`src/rtl/serial_pattern_counter.sv`:
```
// Loads a parallel word, scans it LSB first and counts occurrences of PATTERN.
// Overlapping matches are counted only when OVERLAP is 1.
module serial_pattern_counter #(
  parameter int                 DATA_W  = 16,
  parameter int                 PAT_LEN = 4,
  parameter logic [PAT_LEN-1:0] PATTERN = 4'b1001,
  parameter int                 OVERLAP = 1,
  parameter int                 CNT_W   = 5
) (
  input  logic              clk,
  input  logic              clr,
  input  logic              en,
  input  logic [DATA_W-1:0] din,
  output logic              busy,
  output logic              match,
  output logic              done,
  output logic [CNT_W-1:0]  count
);

  localparam int FILL_W = $clog2(PAT_LEN + 1);
  localparam int IDX_W  = $clog2(DATA_W);
  localparam logic [FILL_W-1:0] FILL_FULL = FILL_W'(PAT_LEN);
  localparam logic [IDX_W-1:0]  IDX_LAST  = IDX_W'(DATA_W - 1);

  typedef enum logic [1:0] {IDLE, SHIFT, DONE} state_t;

  state_t              r_state;
  state_t              w_state_next;
  logic [DATA_W-1:0]   r_shreg;
  logic [PAT_LEN-1:0]  r_hist;
  logic [FILL_W-1:0]   r_fill;
  logic [IDX_W-1:0]    r_idx;
  logic [CNT_W-1:0]    r_count;
  logic                r_match;

  logic                w_load;
  logic                w_shift;
  logic [PAT_LEN-1:0]  w_hist_next;
  logic [FILL_W-1:0]   w_fill_next;
  logic                w_hit;

  always_ff @(posedge clk or posedge clr) begin
    if (clr) begin
      r_state <= IDLE;
    end else begin
      r_state <= w_state_next;
    end
  end

  always_comb begin
    w_state_next = r_state;
    case (r_state)
      IDLE:    if (en) w_state_next = SHIFT;
      SHIFT:   if (r_idx == IDX_LAST) w_state_next = DONE;
      DONE:    w_state_next = IDLE;
      default: w_state_next = IDLE;
    endcase
  end

  assign w_load      = (r_state == IDLE) && en;
  assign w_shift     = (r_state == SHIFT);
  assign w_hist_next = {r_hist[PAT_LEN-2:0], r_shreg[0]};
  assign w_fill_next = (r_fill == FILL_FULL) ? FILL_FULL : r_fill + 1'b1;
  // A hit needs a full window of bits seen since load (or since the last hit when not overlapping).
  assign w_hit       = w_shift && (w_hist_next == PATTERN) && (w_fill_next == FILL_FULL);

  always_ff @(posedge clk or posedge clr) begin
    if (clr) begin
      r_shreg <= '0;
      r_hist  <= '0;
      r_fill  <= '0;
      r_idx   <= '0;
      r_count <= '0;
      r_match <= 1'b0;
    end else begin
      r_match <= w_hit;
      if (w_load) begin
        r_shreg <= din;
        r_hist  <= '0;
        r_fill  <= '0;
        r_idx   <= '0;
        r_count <= '0;
      end else if (w_shift) begin
        r_shreg <= {1'b0, r_shreg[DATA_W-1:1]};
        r_hist  <= w_hist_next;
        r_fill  <= (w_hit && (OVERLAP == 0)) ? '0 : w_fill_next;
        r_idx   <= r_idx + 1'b1;
        if (w_hit && (r_count != '1)) begin
          r_count <= r_count + 1'b1;
        end
      end
    end
  end

  assign busy  = (r_state == SHIFT);
  assign done  = (r_state == DONE);
  assign match = r_match;
  assign count = r_count;

endmodule
```
`config.mk`:
```
export PLATFORM = sky130hd
export DESIGN_NAME = serial_pattern_counter
export DESIGN_NICKNAME = d
export VERILOG_FILES = /design/src/rtl/serial_pattern_counter.sv
export SDC_FILE = /design/constraint.sdc
export NUM_CORES = 1
export LEC_CHECK = 0
export ABC_CLOCK_PERIOD_IN_PS = 3400
export CAP_MARGIN = 20
export CELL_PAD_IN_SITES_DETAIL_PLACEMENT = 2
export CELL_PAD_IN_SITES_GLOBAL_PLACEMENT = 2
export CORE_UTILIZATION = 36
export CTS_CLUSTER_DIAMETER = 60
export DETAILED_ROUTE_END_ITERATION = 16
export PLACE_DENSITY_LB_ADDON = 0.12
export SLEW_MARGIN = 20
export SYNTH_ARGS = -nofsm -noshare
export SYNTH_HDL_FRONTEND = slang
export SYNTH_SLANG_ARGS = --single-unit
```
`constraint.sdc`:
```
create_clock -name clk -period 3.4 [get_ports clk]
set_input_delay 0.68 -clock clk [delete_from_list [all_inputs] [get_ports clk]]
set_output_delay 0.68 -clock clk [all_outputs]
set_load 0.02 [all_outputs]
```
==> results of run 1 <==
sequential cells by signal, summed over array words and instances, names as in the netlist:
signal / flops
r_shreg: 16
r_hist: 3
count: 5
match: 1
r_fill: 3
r_state: 2
r_idx: 4
layer usage:
| layer | global-route usage (%) | vias to the layer above |
|---|---|---|
| met4 | 6.00 | 0 |
| li1 | - | 644 |
| met1 | 25.5 | 693 |
| met3 | 3.75 | 7 |
| met2 | 35.3 | 25 |
| met5 | 0 | - |
power by group through the flow:
stage          logic [µW]  registers (µW)  clock network, µW
4_1_cts               566             701                323
3_5_place_dp          559             705                  0
2_1_floorplan         405             656                  0
5_1_grt               634             726                339
3_3_place_gp          517             690                  0
6_report              552             699                312
worst max path at each step:
stage	startpoint	to	slack, ns	cells past startpoint
detailed placement	en	count[2]	0.69	5
CTS	r_state[1]	busy	0.72	3
global route	r_state[1]	busy	0.64	3
global placement	en	count[2]	0.74	5
finish	r_state[1]	busy	0.75	3
floorplan	count[0]	count[2]	1.26	7
cell usage in the layout, fill, tap and decap left out, drive strengths merged:
cell type and count:
dfrtp 34, clkdlybuf4s50 26, nor2b 18, o21ai 17, a22oi 15, a21oi 15
nand2 11, a22o 7, clkbuf 7, buf 6, inv 5, ha 5
mux2i 4, nand3 3, nand3b 2, or2b 2, mux2 2, nor2 2
o21bai 1, nand2b 1, or4 1, or2 1, o211ai 1, or3 1
a2111oi 1, a31o 1, nand4 1, nor3b 1, xor2 1, and3 1
clkinv 1
metrics by stage:
stage / power (µW) / setup slack [ns] / hold slack, ns / area, µm²
2_1_floorplan: 1060 / 1.26 / 0.450 / 1680
6_report: 1560 / 0.753 / 0.493 / 2100
5_1_grt: 1700 / 0.638 / 0.552 / 2100
3_3_place_gp: 1210 / 0.738 / 0.478 / 2000
3_5_place_dp: 1260 / 0.686 / 0.486 / 2000
4_1_cts: 1590 / 0.720 / 0.503 / 2100
cells by family after synthesis:
family	Yosys count
fa+ha+maj	5
mux	6
simple gates	45
xor+xnor	1
flops	34
compound gates	58
buf+inv	16
layout make-up:
class | instances | area (µm²) | area share [%]
flip-flops and latches | 34 | 851 | 40.6
multi-input cells | 115 | 764 | 36.5
repair buffers | 32 | 305 | 14.6
clock buffers | 7 | 86.3 | 4.12
well taps | 52 | 65.1 | 3.10
inverters | 5 | 18.8 | 0.896
clock inverters | 1 | 5.00 | 0.239
==> metrics.md, run 1 <==
| Metric | Value |
|---|---|
| Top_reg_cell synth | dfrtp_1 |
| Worst Tran Pin Value | 0.843 ns |
| Metal3 WL | roughly 130 µm |
| Commonest cells in the netlist | dfrtp_1, nor2b_1, o21ai_0, a22oi_1, a21oi_1 |
| Avg Cell Area, Syn | about 10 µm² |
| Gr ovfl total | 0 |
| EDFF count, synth | 0 |
| Post-Synth Adder-Cell Area | between 3 and 4% |
| Worst stage delay on the critical path | approximately 0.63 ns |
| Routed WL | 4480 µm |
| Synth-to-Final Area Change | 24.4% |
| First-pass GRT wire length | approximately 7900 µm |
| Iteration count of the initial detailed-routing pass | 4 |
| Yosys warning count | 0 |
| Wl on met1 | 2000 µm |
| CP max FO | 17 |
| Post-synthesis compound-gate area fraction | between 20% and 30% |
| Final core occ | 47.5% |
| RSZ-0062 raised after global routing | no |
| Synthesized Nets | ~190 |
| R2r endpoint | count[2] |
| Worst hold path class | flip-flop to flip-flop |
| Cell family with most CP delay | buffers and inverters |
| Comb power frac | 35.3% |
| DR iter-0 viols | 55 |
| TNS Setup | 0 ns |
| P_sw | ~570 µW |
| Largest net degree at the start of global routing | 35 |
| FF+latch count, synth | 34 |
| Fraction of layout cells with a size suffix above 1 | around 10% |
| Cell variety after synth | 32 |
| TritonCTS clock tree | done |
| Synth Area in XOR/XNOR | less than 1% |
| Detailed-route via count | around 1,400 |
| FP Rows | 24 |
| Cells after Synth | 165 |
| Initial core utilization | 38.2% |
| Clk sinks | 34 |
| Total CTS buffers | 5 |
| Top Metal Used | met4 |
| Die Y | slightly above 70 µm |
| HP Start | r_idx[3] |
| Ys async rst share | between 90% and 100% |
| Synth Area in Simple Gates | ~15% |
| Final setup fails | 0 |
| Dominant cell type by area after synthesis | dfrtp_1 |
| Worst Hold Depth | 1 |
| Remaining DRCs | 0 |
| Initial antenna violation count | 0 |
| Placed cells | about 240 |
| WP buf/inv | 2 |
| Sw frac | approximately 37% |
| Worst path cell trace | buf_4, nor2b_1, clkdlybuf4s50_1 |
| Worst EP arrival | roughly 2.0 ns |
| Worst R2R Start | r_state[1] |
| Nets@finish | between 200 and 250 |
| Post-route minimum period | approximately 2.6 ns |
| Gr usage total | between 20% and 30% |
| Synth top area cells | dfrtp_1, a22oi_1, nor2b_1, o21ai_0, a21oi_1 |
| Max_slew headroom | a little over two fifths |
| # Post-CTS Setup Buffers | 0 |
| Final hold violations | 0 |
| IO Count | 27 |
| Crit start category | flip-flop |
| Main combinational cell family by area after synthesis | compound AO/OA/AOI/OAI gates |
| Core area | 4410 µm² |
| R2R cell count | 6 |
| Int Power | roughly 990 µW |
| Final Cycle Share | slightly below 80% |
| Die area | just under 5000 µm² |
| Most common cell in the netlist | dfrtp_1 |
| Final Slew Violations | 0 |
| Static Leak | slightly above 0.0009 µW |
| Placer Congestion | between 0.6 and 0.7 |
| Post-DP HPWL | between 3000 and 4000 µm |
| Synth Cell Area | roughly 1700 µm² |
| Reg power frac | 44.7% |
| Clock Pin Slew Worst Setup and Hold Paths | roughly 0.07 ns |
| Classification of the worst setup path | flip-flop to output pin |
| Min-Delay Endpoint | r_idx[3] |
| CP Capture Type | output pin |
| Number of diodes | 0 |
| Maximum vdd drop | ~0.37 mV |
| Cell Pwr Density | between 700 and 800 nW/µm² |
| Htree depth | 2 |
| Vias per cell | about 5.6 |
| Port bufs | 26 |
| # resized after CTS | 0 |
| Critical Path RT | roughly 2.7 ns |
| Die Span X | 70.4 µm |
| R2r setup slk | 1.00 ns |
| Fillers | between 400 and 500 |
| Number of global-route vias before repair | between 1,500 and 2,000 |
| Post-synthesis mux area share | 3.71% |
| Clk_lat worst skew | around 0.28 ns |
| Wire length on met2 | between 2000 and 2500 µm |
| Wire per inst | around 18 µm |
| Run status | finished clean |
| Share of the synthesized area in the top cell type | approximately 51% |
| Clock tree buffer depth | 2 |
| Post-DRT Antenna Nets | 0 |
| Clock network power share | approximately a fifth |
| Clock root buffer master | clkbuf_8 |
| Worst path slowest cell | clkdlybuf4s50_1 |
| Maximum operating frequency | roughly 380 MHz |
| Hold-fix buffers, CTS | 0 |
| # Max-Cap Violations | 0 |
| Final cell count without fillers | roughly 250 |
| Post-synthesis sequential area ratio | 50.5% |
| Final Skew | 0.00695 ns |
Power figures use the tool's default switching activity.
==> run 2, diff against run 1 <==
--- a/config.mk
+++ b/config.mk
@@ -5,11 +5,11 @@
 export SDC_FILE = /design/constraint.sdc
 export NUM_CORES = 1
 export LEC_CHECK = 0
-export ABC_CLOCK_PERIOD_IN_PS = 3400
+export ABC_CLOCK_PERIOD_IN_PS = 2400
 export CAP_MARGIN = 20
 export CELL_PAD_IN_SITES_DETAIL_PLACEMENT = 2
 export CELL_PAD_IN_SITES_GLOBAL_PLACEMENT = 2
-export CORE_UTILIZATION = 36
+export CORE_UTILIZATION = 30
 export CTS_CLUSTER_DIAMETER = 60
 export DETAILED_ROUTE_END_ITERATION = 16
 export PLACE_DENSITY_LB_ADDON = 0.12
==> constraint.sdc (replaced) <==
create_clock -name clk -period 2.4 [get_ports clk]
set_input_delay 0.48 -clock clk [delete_from_list [all_inputs] [get_ports clk]]
set_output_delay 0.48 -clock clk [all_outputs]
set_load 0.02 [all_outputs]
==> metrics.md, run 2 (synthesis results as in run 1) <==
| Metric | Value |
|---|---|
| Clock root buffer master | clkbuf_8 (unchanged) |
| Run status | finished clean (unchanged) |
| PnR worst setup slack | 0.134 ns (was 0.753 ns) |
| Post-DRT Antenna Nets | 0 (unchanged) |
| CP Capture Type | flip-flop (was output pin) |
| Fraction of layout cells with a size suffix above 1 | 11.2% (was 10.3%) |
| FP Rows | 26 (was 24) |
| Routing usage on met1 | 21.7% (was 25.5%) |
| Die area | 5920 µm² (was 4960 µm²) |
| Total CTS buffers | 5 (unchanged) |
| Area of the multi-input gates | 764 µm² (unchanged) |
| Met3 Resource Use GR | 4.05% (was 3.75%) |
| Commonest non-fill, non-tap cell in the layout | dfrtp_1 (unchanged) |
| Remaining DRCs | 0 (unchanged) |
| Gr ovfl total | 0 (unchanged) |
| # Max-Cap Violations | 0 (unchanged) |
| Final Hold Slack | 0.490 ns (was 0.493 ns) |
| Final Slew Violations | 0 (unchanged) |
| Fillers | 579 (was 476) |
| DP Area | 2040 µm² (was 2000 µm²) |
| Clk_lat worst skew | 0.29 ns (was 0.28 ns) |
| Max_slew headroom | 70.2% (was 43.7%) |
| Clock tree buffer depth | 2 (unchanged) |
| Most frequent cells in the layout | dfrtp_1, clkdlybuf4s50_1, nor2b_1 (unchanged) |
| Final hold violations | 0 (unchanged) |
| Final Instance Area | 2130 µm² (was 2100 µm²) |
| Htree depth | 2 (unchanged) |
| DR iter-0 viols | 48 (was 55) |
| Critical Path RT | 2.58 ns (was 2.72 ns) |
| Post-DP HPWL | 3120 µm (was 3050 µm) |
| FF+latch area | 851 µm² (unchanged) |
| Vias per cell | 5.21 (was 5.57) |
| Max FFs per register | 16 (unchanged) |
| # resized after CTS | 0 (unchanged) |
| Crit start category | flip-flop (unchanged) |
| IO Count | 27 (unchanged) |
| Clock Pin Slew Worst Setup and Hold Paths | 0.07 ns (about the same) |
| Maximum operating frequency | approximately 440 MHz |
| Classification of the worst setup path | flip-flop to flip-flop (was flip-flop to output pin) |
| Core area | 5270 µm² (was 4410 µm²) |
| Nets@finish | 219 (was 217) |
| Met2 GRT Util | 28.9% (was 35.3%) |
| Hold-fix buffers, CTS | 0 (unchanged) |
| Maximum vdd drop | 0.370 mV (was 0.366 mV) |
| First-pass GRT wire length | 7900 µm (was 7850 µm) |
| Detailed-route via count | 1,385 (was 1,369) |
| Largest Register | r_shreg (unchanged) |
| Largest net degree at the start of global routing | 35 (unchanged) |
| Static Leak | 0.000935 µW (was 0.000926 µW) |
| Post-route minimum period | between 2 and 2.5 ns |
| Most used routing layer | met2 (unchanged) |
| Clk sinks | 34 (unchanged) |
| Initial antenna violation count | 0 (unchanged) |
| Number of global-route vias before repair | 1,555 (was 1,549) |
| Initial core utilization | 32.0% (was 38.2%) |
| Cell Pwr Density | 1050 nW/µm² (was 746 nW/µm²) |
| Die Span X | 76.9 µm (was 70.4 µm) |
| Iteration count of the initial detailed-routing pass | 4 (unchanged) |
| Power after layout | 2230 µW (was 1560 µW) |
| Worst Tran Pin Value | 0.436 ns (was 0.843 ns) |
| Number of diodes | 0 (unchanged) |
| DP Worst Slack | 0.137 ns (was 0.686 ns) |
| Port bufs | 26 (unchanged) |
| CP max FO | 5 (was 17) |
| RSZ-0062 raised after global routing | no (unchanged) |
| Gr usage total | 17.2% (was 20.4%) |
| TritonCTS clock tree | done (unchanged) |
| Final Cycle Share | about 94% |
| Wire per inst | 17.1 µm (was 18.2 µm) |
| Final setup fails | 0 (unchanged) |
| R2r setup slk | 0.13 ns (was 1.00 ns) |
| Routed WL | 4540 µm (was 4480 µm) |
| Die Y | 76.9 µm (was 70.4 µm) |
| Synth-to-Final Area Change | 26.7% (was 24.4%) |
| Worst EP arrival | 2.45 ns (was 1.97 ns) |
| TNS Setup | 0 ns (unchanged) |
| # Post-CTS Setup Buffers | 0 (unchanged) |
| Final Skew | 0.00653 ns (was 0.00695 ns) |
| Placer Congestion | 0.740 (was 0.672) |
| Worst hold path class | flip-flop to flip-flop (unchanged) |
run 2: routing by layer:
layer  up-vias  routed length [µm]
met3         7                 140
met4         0                  59
li1        648                   -
met5         -                   0
met1       708                2020
met2        22                2320
run 2: metrics by stage:
step	std cells	utilization, %
floorplan	165	-
global placement	258	38.7
detailed placement	258	38.7
CTS	266	40.5
global route	266	40.5
finish	266	40.5
run 2: final cells by class:
type,count,area share [%]
clock inverter,1,0.235
tap,70,4.11
inverter,5,0.880
clock buffer,7,4.05
multi-input combinational,115,35.8
sequential,34,39.9
timing repair buffer,34,15.0
run 2: worst max-delay path, cell delays in order (launching register included):
cell,delay (ns)
dfrtp_1,0.41
inv_1,0.06
ha_1,0.30
nand3b_1,0.15
or4_4,0.43
or3_1,0.53
a31o_1,0.27
run 2: path summary, 6_finish.rpt:
check,startpoint,end,cells past startpoint
hold reg to reg,r_shreg[13],r_shreg[13],2
setup reg to reg,r_fill[0],count[2],6
max in group asynchronous,clr,r_shreg[8],3
hold / removal,r_shreg[13],r_shreg[13],2
setup / recovery,r_fill[0],count[2],6
min in group asynchronous,clr,r_shreg[2],3
run 2: where the power goes:
| group | switching [µW] | total, µW | internal, µW |
|---|---|---|---|
| clock | 214 | 446 | 232 |
| combinational | 422 | 822 | 401 |
| sequential | 181 | 966 | 785 |
| total | 816 | 2230 | 1420 |
==> run 3, diff against run 2 <==
--- a/config.mk
+++ b/config.mk
@@ -7,11 +7,10 @@
 export LEC_CHECK = 0
 export ABC_CLOCK_PERIOD_IN_PS = 2400
 export CAP_MARGIN = 20
-export CELL_PAD_IN_SITES_DETAIL_PLACEMENT = 2
-export CELL_PAD_IN_SITES_GLOBAL_PLACEMENT = 2
-export CORE_UTILIZATION = 30
+export CORE_UTILIZATION = 39
 export CTS_CLUSTER_DIAMETER = 60
 export DETAILED_ROUTE_END_ITERATION = 16
+export GPL_TIMING_DRIVEN = 0
 export PLACE_DENSITY_LB_ADDON = 0.12
 export SLEW_MARGIN = 20
 export SYNTH_ARGS = -nofsm -noshare
==> metrics.md, run 3 (synthesis results as in run 1) <==
| Metric | Value |
|---|---|
| Run status | finished clean (unchanged) |
| Post-DRT Antenna Nets | 0 (unchanged) |
| Number of global-route vias before repair | 1,263 (was 1,555) |
| Worst Tran Pin Value | 0.725 ns (was 0.436 ns) |
| # Max-Cap Violations | 0 (unchanged) |
| Largest Register | r_shreg (unchanged) |
| Clk sinks | 34 (unchanged) |
| Number of diodes | 0 (unchanged) |
| CP max FO | 19 (was 5) |
| Area of the multi-input gates | 764 µm² (unchanged) |
| Final Cycle Share | 92.2% (was 94.4%) |
| Wire per inst | 14.8 µm (was 17.1 µm) |
| Iteration count of the initial detailed-routing pass | 4 (unchanged) |
| IO Count | 27 (unchanged) |
| Fraction of layout cells with a size suffix above 1 | 9.14% (was 11.2%) |
| TritonCTS clock tree | done (unchanged) |
| Maximum vdd drop | 0.415 mV (was 0.370 mV) |
| Final hold violations | 0 (unchanged) |
| Final Skew | 0.00496 ns (was 0.00653 ns) |
| Core area | 4090 µm² (was 5270 µm²) |
| Synth-to-Final Area Change | 24.1% (was 26.7%) |
| Max FFs per register | 16 (unchanged) |
| Die Y | 67.7 µm (was 76.9 µm) |
| Fillers | 401 (was 579) |
| FF+latch area | 851 µm² (unchanged) |
| Nets@finish | 221 (was 219) |
| Post-route minimum period | 2.21 ns (was 2.27 ns) |
| Final Hold Slack | 0.500 ns (was 0.490 ns) |
| Worst EP arrival | 1.73 ns (was 2.45 ns) |
| Cell Pwr Density | 1020 nW/µm² (was 1050 nW/µm²) |
| Max_slew headroom | 51.6% (was 70.2%) |
| Initial antenna violation count | 0 (unchanged) |
| Worst stage delay on the critical path | 0.61 ns (was 0.53 ns) |
| Final Instance Area | 2090 µm² (was 2130 µm²) |
| FP Rows | 23 (was 26) |
| Initial core utilization | 41.2% (was 32.0%) |
| First-pass GRT wire length | 6030 µm (was 7900 µm) |
| Vias per cell | 5.42 (was 5.21) |
| Remaining DRCs | 0 (unchanged) |
| Htree depth | 2 (unchanged) |
| Clk_lat worst skew | 0.28 ns (was 0.29 ns) |
| Maximum operating frequency | 452 MHz (was 441 MHz) |
| Die Span X | 67.7 µm (was 76.9 µm) |
| R2r setup slk | 0.19 ns (was 0.13 ns) |
| Worst path slowest cell | clkdlybuf4s50_1 (was or3_1) |
| Final setup fails | 0 (unchanged) |
| Clock Pin Slew Worst Setup and Hold Paths | 0.07 ns (about the same) |
| Gr ovfl total | 0 (unchanged) |
| Total CTS buffers | 5 (unchanged) |
| Static Leak | 0.000918 µW (was 0.000935 µW) |
| Clock tree buffer depth | 2 (unchanged) |
| Final Slew Violations | 0 (unchanged) |
| Post-DP HPWL | 2490 µm (was 3120 µm) |
| Power after layout | 2140 µW (was 2230 µW) |
| Port bufs | 26 (unchanged) |
| Detailed-route via count | 1,338 (was 1,385) |
| CP Capture Type | output pin (was flip-flop) |
| Most frequent cells in the layout | dfrtp_1, clkdlybuf4s50_1, nor2b_1 (unchanged) |
| Worst path cell trace | clkbuf_4, nor2b_1, clkdlybuf4s50_1 (was inv_1, ha_1, nand3b_1, or4_4, or3_1, a31o_1) |
| RSZ-0062 raised after global routing | no (unchanged) |
| Gr usage total | 18.4% (was 17.2%) |
| Classification of the worst setup path | flip-flop to output pin (was flip-flop to flip-flop) |
| Routed WL | 3650 µm (was 4540 µm) |
| Largest net degree at the start of global routing | 35 (unchanged) |
| Placer Congestion | 0.731 (was 0.740) |
| DP Area | 2010 µm² (was 2040 µm²) |
| Worst hold path class | flip-flop to flip-flop (unchanged) |
| Critical Path RT | 1.92 ns (was 2.58 ns) |
| Die area | 4590 µm² (was 5920 µm²) |
| Commonest non-fill, non-tap cell in the layout | dfrtp_1 (unchanged) |
| Clock root buffer master | clkbuf_8 (unchanged) |
| Crit start category | flip-flop (unchanged) |
| # Post-CTS Setup Buffers | 0 (unchanged) |
| DR iter-0 viols | 69 (was 48) |
[run 3: layer usage]
metal,up-vias,GRT usage [%],part of all wire [%]
met2,29,28.5,46
met3,5,5.57,4.3
met1,651,23.5,48
met4,0,7.98,1.9
met5,-,0,0
li1,653,-,-
[run 3: where the power goes]
| group | leakage (µW) | internal [µW] | switching, µW |
|---|---|---|---|
| Clock | 0.0000383 | 200 | 195 |
| Sequential | 0.000441 | 786 | 174 |
| Combinational | 0.000438 | 386 | 399 |
| Total | 0.000918 | 1370 | 768 |
[run 3: through the flow]
stage / setup slack, ns / setup TNS, ns / instances / util, %
4_1_cts: 0.0124 / 0 / 247 / 51.0
3_5_place_dp: -0.0515 / -0.442 / 241 / 49.1
3_3_place_gp: -0.00204 / -0.00204 / 241 / 49.1
2_1_floorplan: 0.263 / 0 / 165 / -
6_report: 0.188 / 0 / 247 / 51.2
5_1_grt: 0.0611 / 0 / 247 / 51.2
[run 3: worst max-delay path: cells and delay by family, from the launching register on]
| kind | cells | cell delay [ns] |
|---|---|---|
| buf+inv | 2 | 0.89 |
| flops | 1 | 0.38 |
| simple gates | 1 | 0.17 |
[run 3: final timing paths]
kind                       cells past startpoint  startpoint           to
setup / recovery                               3  r_state[1]         done
hold reg to reg                                1    r_idx[3]     r_idx[3]
min in group asynchronous                      2         clr  r_shreg[11]
max in group asynchronous                      2         clr   r_shreg[4]
hold / removal                                 1    r_idx[3]     r_idx[3]
setup reg to reg                               7   r_fill[0]     count[2]
[run 3: cell type report]
cell class                 count  area share, %
inverter                       5          0.898
sequential                    34           40.7
clock buffer                   7           3.65
buffer                        10           2.63
tap                           50           2.99
timing repair buffer          26           12.6
multi-input combinational    115           36.6
[run 3: timing repair]
item                       in CTS  in global routing
setup endpoints to repair       2                  2
resized for setup               4                  3
hold endpoints to repair        0                  0
hold buffers                    0                  0
